### src/rtl/serial_sat_addsub_if.sv
// Operand/result handshake bundle for the bit-serial saturating add/subtract unit.
interface serial_sat_addsub_if #(
   parameter int W = 4
);
   logic         in_valid;
   logic         in_ready;
   logic [W-1:0] a;
   logic [W-1:0] b;
   logic         mode;
   logic         out_valid;
   logic         out_ready;
   logic [W-1:0] s;
   logic         overflow;

   modport master (
      output in_valid, a, b, mode, out_ready,
      input  in_ready, out_valid, s, overflow
   );

   modport slave (
      input  in_valid, a, b, mode, out_ready,
      output in_ready, out_valid, s, overflow
   );
endinterface

### src/rtl/serial_sat_addsub.sv
// Bit-serial signed saturating add/subtract, one full-adder cell, LSB first.
//
// state | meaning
// IDLE  | waiting for operands (in_ready high once out of reset)
// SHIFT | one operand bit per clock through the full adder
// DONE  | saturated result presented until the consumer takes it
module serial_sat_addsub #(
   parameter int W = 4
) (
   input  logic                clk_i,
   input  logic                rst_i,
   serial_sat_addsub_if.slave  bus,
   output logic                busy_o
);
   localparam int CW = $clog2(W);

   typedef enum logic [1:0] {IDLE, SHIFT, DONE} state_t;

   state_t         state_q, state_d;
   logic           in_ready_q;
   logic [W-1:0]   opa_q;
   logic [W-1:0]   opb_q;
   logic           carry_q;
   logic [CW-1:0]  cnt_q;
   logic [W-1:0]   s_q;
   logic           ovf_q;

   logic           accept;
   logic           last_bit;
   logic           sum_bit;
   logic           carry_out;
   logic [W-1:0]   raw;
   logic           ovf_d;
   logic [W-1:0]   sat;
   logic           out_valid;

   assign accept   = (state_q == IDLE) && in_ready_q && bus.in_valid;
   assign last_bit = (cnt_q == CW'(W - 1));

   // Full-adder cell plus the saturation decode used on the final bit.
   // The sum bits are shifted into the top of opA as its own bits drain out
   // of the bottom, so opA doubles as the result shift register.
   always_comb begin
      sum_bit   = opa_q[0] ^ opb_q[0] ^ carry_q;
      carry_out = (opa_q[0] & opb_q[0]) | (opa_q[0] & carry_q) | (opb_q[0] & carry_q);
      raw       = {sum_bit, opa_q[W-1:1]};
      ovf_d     = carry_q ^ carry_out;
      sat       = raw;
      if (ovf_d) begin
         sat = raw[W-1] ? {1'b0, {(W-1){1'b1}}} : {1'b1, {(W-1){1'b0}}};
      end
   end

   // State register; in_ready is registered from the next state so it stays
   // low through reset and carries no path from the inputs.
   always_ff @(posedge clk_i) begin
      if (rst_i) begin
         state_q    <= IDLE;
         in_ready_q <= 1'b0;
      end else begin
         state_q    <= state_d;
         in_ready_q <= (state_d == IDLE);
      end
   end

   // Next-state decode.
   always_comb begin
      state_d = state_q;
      case (state_q)
         IDLE:    if (accept) state_d = SHIFT;
         SHIFT:   if (last_bit) state_d = DONE;
         DONE:    if (bus.out_ready) state_d = IDLE;
         default: state_d = IDLE;
      endcase
   end

   // Handshake outputs decoded from state.
   always_comb begin
      out_valid = (state_q == DONE);
      busy_o    = (state_q != IDLE);
   end

   // Operand capture, serial datapath and registered result.
   always_ff @(posedge clk_i) begin
      if (rst_i) begin
         opa_q   <= '0;
         opb_q   <= '0;
         carry_q <= 1'b0;
         cnt_q   <= '0;
         s_q     <= '0;
         ovf_q   <= 1'b0;
      end else begin
         case (state_q)
            IDLE: begin
               if (accept) begin
                  opa_q   <= bus.a;
                  opb_q   <= bus.mode ? bus.b : ~bus.b;
                  carry_q <= ~bus.mode;
                  cnt_q   <= '0;
               end
            end
            SHIFT: begin
               opa_q   <= raw;
               opb_q   <= opb_q >> 1;
               carry_q <= carry_out;
               cnt_q   <= cnt_q + CW'(1);
               if (last_bit) begin
                  s_q   <= sat;
                  ovf_q <= ovf_d;
               end
            end
            default: ;
         endcase
      end
   end

   assign bus.in_ready  = in_ready_q;
   assign bus.out_valid = out_valid;
   assign bus.s         = s_q;
   assign bus.overflow  = ovf_q;
endmodule

### src/flat_wrapper.sv
// flat-port wrapper written by rule: the top's interface ports become plain ports
module serial_sat_addsub_flat 
#(
   parameter int W = 4
)
  (clk_i, rst_i, busy_o, bus_in_valid, bus_a, bus_b, bus_mode, bus_out_ready, bus_in_ready, bus_out_valid, bus_s, bus_overflow);
  serial_sat_addsub_if #(.W(W)) bus_i ();
  input  logic clk_i;
  input  logic rst_i;
  output logic busy_o;
  input wire logic [$bits(bus_i.in_valid)-1:0] bus_in_valid;
  input wire logic [$bits(bus_i.a)-1:0] bus_a;
  input wire logic [$bits(bus_i.b)-1:0] bus_b;
  input wire logic [$bits(bus_i.mode)-1:0] bus_mode;
  input wire logic [$bits(bus_i.out_ready)-1:0] bus_out_ready;
  output wire logic [$bits(bus_i.in_ready)-1:0] bus_in_ready;
  output wire logic [$bits(bus_i.out_valid)-1:0] bus_out_valid;
  output wire logic [$bits(bus_i.s)-1:0] bus_s;
  output wire logic [$bits(bus_i.overflow)-1:0] bus_overflow;
  assign bus_i.in_valid = bus_in_valid;
  assign bus_i.a = bus_a;
  assign bus_i.b = bus_b;
  assign bus_i.mode = bus_mode;
  assign bus_i.out_ready = bus_out_ready;
  assign bus_in_ready = bus_i.in_ready;
  assign bus_out_valid = bus_i.out_valid;
  assign bus_s = bus_i.s;
  assign bus_overflow = bus_i.overflow;
  serial_sat_addsub #(.W(W)) u_core (.clk_i(clk_i), .rst_i(rst_i), .bus(bus_i), .busy_o(busy_o));
endmodule
### config.mk
export PLATFORM = sky130hd
export DESIGN_NAME = serial_sat_addsub_flat
export DESIGN_NICKNAME = d
export VERILOG_FILES = /design/src/rtl/serial_sat_addsub_if.sv /design/src/rtl/serial_sat_addsub.sv /design/src/flat_wrapper.sv
export SDC_FILE = /design/constraint.sdc
export NUM_CORES = 1
export LEC_CHECK = 0
export BUFFER_PORTS_ARGS = -buffer_cell sky130_fd_sc_hd__clkbuf_2
export CAP_MARGIN = 10
export CORE_MARGIN = 2
export CORE_UTILIZATION = 46
export CTS_CLUSTER_DIAMETER = 80
export DETAILED_ROUTE_END_ITERATION = 10
export GPL_TIMING_DRIVEN = 0
export PLACE_DENSITY = 0.72
export RECOVER_POWER = 100
export SETUP_SLACK_MARGIN = 0.1
export SLEW_MARGIN = 20
export SYNTH_ARGS = -nofsm -noshare
export SYNTH_HDL_FRONTEND = slang
export SYNTH_SLANG_ARGS = --single-unit
### constraint.sdc
create_clock -name clk_i -period 1.4 [get_ports clk_i]
set_input_delay 0.21 -clock clk_i [delete_from_list [all_inputs] [get_ports clk_i]]
set_output_delay 0.21 -clock clk_i [all_outputs]
set_load 0.05 [all_outputs]
==> reports/metrics.yaml <==
logic_synthesis:
  netlist_area_um2: 915
  ys_seq_area_share_pct: 41.6
  synth-seq-cells: 19
  syn-instance-count: 99
  synth.distinct_cells: 30
  syn_nets: 115
  syn_area_per_cell_um2: 9.24
  yosys_warnings: 0
route:
  ant_nets: 0
  wl_met3_um: 59
  via_per_inst: 5.16
  dr.first_iter.drc_count: 6
  highest_layer: "met4"
  wl_per_cell_um: 12.2
  wl_met1_um: 834
  vias: 774
  wl_um: 1840
  drt_first_pass_iters: 4
  met2_length_um: 911
  drc: 0
status:
  violations: "negative setup slack"
  status: "finished with violations"
setup_path:
  cp-startpoint: "u_core.opa_q[0]"
  r2r-start: "u_core.opa_q[0]"
  slowest_delay_ns: 0.43
  endpoint_kind: "flop"
  r2r_end: "u_core.bus.s[1]"
  crit_fanout: 4
  r2r_cells: 4
  crit_type: "reg2reg"
  crit_required_ns: 1.58
  cpMaxStageDelayCell: "fa_2"
  critical_path_arrival_ns: 1.59
  start_kind: "flop"
  rrSetupSlack_ns: -0.01
  path_cells: "fa_2, xor2_4, mux2i_1, a211oi_1"
power:
  power.share.switching_pct: 29.9
  power.density_nw_per_um2: 1020
  power.leakage_uw: 0.000450
  power_switching_uw: 343
  power_frac_clock_pct: 24.4
  p_seq_share_pct: 52.6
  power.internal_uw: 804
  irDropWorstVdd_mv: 0.554
  power_frac_comb_pct: 23.0
global_routing:
  grt_pass1_wl_um: 3110
  grt_max_degree: 12
  grt_usage_pct: 17.2
  grt_pass1_vias: 716
  antenna_found_initial: 0
  grt_overflow: 0
cts:
  clk_pin_slew_ns: 0.11
  cts_buffers: 3
  cts_buffer_depth: 2
  cts_max_level: 1
  cts_tree: "done"
  ctsHoldBuffers: 0
  cts-root-buf: "clkbuf_4"
  clk_latency_ns: 0.30
  clock-sinks: 19
sta:
  period_share_pct: 101
  setup_viol: 3
  fin_crit_ns: 1.41
  tightest_slew_ns: 0.497
  hold_violations: 0
  rsz0062_at_grt: "yes"
  max_freq_mhz: 709
  final.setup.worst_slack_ns: -0.0113
  slew_violations: 0
  fin_skew_ns: 0.00241
  max_slew_margin_pct: 66.9
die:
  die_w_um: 48.6
  ios: 21
  die-area_um2: 2360
  start_util_pct: 47.6
  rows: 16
  die_h_um: 48.6
  core_um2: 1920
finish:
  syn2layout_area_growth_pct: 22.6
  layout-drive-gt1-share_pct: 32.5
  nets: 140
  design_area_um2: 1120
  fin_cells: 150
  post-route-util_pct: 58.3
  diodes: 0
place:
  port_buffers: 18
  post-dp-hpwl_um: 1320
  dp_cells: 144
  gp_congestion: 0.724
  dpl_cell_area_um2: 1060
min_path:
  holdPathStages: 3
  hp-class: "in2reg"
  hp-start: "bus_a[1]"
  hold_end: "u_core.opa_q[1]"
flow_run:
  drv_cap: 0
layer usage:
metal  up-vias  global-route usage [%]
met5         -                       0
met3         4                    3.70
met1       361                    19.3
met2        14                    30.8
met4         0                    8.57
li1        395                       -
kinds of logic after synthesis:
group | after synthesis | share of synthesized area, %
buffers and inverters | 10 | 5.75
AND/OR/NAND/NOR | 43 | 24.9
multiplexers | 5 | 5.47
AO/OA/AOI/OAI | 14 | 10.9
XOR/XNOR | 5 | 5.61
adder cells (fa/ha/maj) | 3 | 5.75
flip-flops | 19 | 41.6
registers in the layout, summed over array words and instances (netlist names):
register and count:
u_core.bus.s 4, u_core.opa_q 4, u_core.opb_q 4, u_core.cnt_q 2, u_core.state_q 2, u_core.bus.in_ready 1, u_core.bus.overflow 1, u_core.carry_q 1
cells in the final DEF, fill, tap and decap left out, drive strengths merged:
| cell | count |
|---|---|
| nor2b | 1 |
| clkbuf | 28 |
| and2b | 1 |
| a22oi | 3 |
| a211oi | 4 |
| fa | 2 |
| mux2i | 5 |
| or2b | 1 |
| nor3 | 6 |
| and4bb | 1 |
| nand4bb | 1 |
| nand2 | 1 |
| xnor2 | 4 |
| ha | 1 |
| nor4 | 5 |
| inv | 2 |
| buf | 3 |
| or2 | 1 |
| nor3b | 1 |
| clkinv | 1 |
| o21a | 1 |
| and3b | 1 |
| nor2 | 17 |
| a21oi | 5 |
| nand3 | 5 |
| xor2 | 1 |
| dfxtp | 19 |
| a2111oi | 1 |
| nand2b | 1 |
cells in the mapped netlist, drive strengths merged:
master   number  share of area (%)
a2111oi       1                1.6
a211oi        4                3.3
a21oi         5                2.7
a22oi         3                2.5
and2b         1               0.82
and3b         1               0.96
and4bb        1                1.4
buf           5                3.7
clkbuf        3                1.2
dfxtp        19                 42
fa            2                4.4
ha            1                1.4
inv           2               0.82
mux2i         5                5.5
nand2         1               0.41
nand2b        1               0.68
nand3         5                2.7
nand4bb       1                1.2
nor2         17                7.0
nor2b         1               0.68
nor3          6                3.3
nor3b         1               0.82
nor4          5                3.4
o21a          1               0.82
or2           1               0.68
or2b          1               0.82
xnor2         4                3.8
xor2          1                1.8
power groups by stage:
stage               logic (uW)  registers (uW)  clock network (uW)
global placement           232             621                   0
CTS                        261             603                 291
detailed placement         238             624                   0
global route               293             607                 308
floorplan                  177             627                   0
finish                     264             603                 280
repair_timing:
action,CTS,global route
endpoints found under the setup margin,5,9
resized for setup,5,5
buffers inserted,2,0
pin swaps,0,4
per-stage QoR:
step | hold slack [ns] | total power [uW] | setup WS, ns | setup TNS, ns
6_report | 0.171 | 1150 | -0.0113 | -0.0275
5_1_grt | 0.203 | 1210 | -0.121 | -0.369
4_1_cts | 0.167 | 1160 | -0.0318 | -0.0794
3_5_place_dp | 0.461 | 862 | -0.0242 | -0.0549
3_3_place_gp | 0.456 | 854 | -0.000512 | -0.000512
2_1_floorplan | 0.383 | 803 | 0.0568 | 0
final cells by class:
| type | count | area (um2) |
|---|---|---|
| fill | 191 | 801 |
| multi-input combinational | 70 | 507 |
| sequential | 19 | 388 |
| timing repair buffer | 20 | 116 |
| buffer | 8 | 41.3 |
| tap | 27 | 33.8 |
| clock buffer | 3 | 22.5 |
| inverter | 2 | 7.51 |
| clock inverter | 1 | 5.00 |
critical path, delay by kind of cell (launching register included):
kind	cells	cell delay [ns]
AO/OA/AOI/OAI	1	0.09
XOR/XNOR	1	0.21
adder cells (fa/ha/maj)	1	0.43
flip-flops	1	0.35
multiplexers	1	0.21
how the worst max path moves through the flow:
stage                     slack [ns]               to  depth (start not counted)
after floorplan                 0.06  u_core.bus.s[0]                          4
after global placement       -0.0005  u_core.bus.s[0]                          4
after detailed placement       -0.02  u_core.bus.s[2]                          4
after CTS                      -0.03  u_core.bus.s[1]                          4
after global routing           -0.12  u_core.bus.s[2]                          4
final                          -0.01  u_core.bus.s[1]                          4
Note: power is estimated with default switching activity, not from simulation.
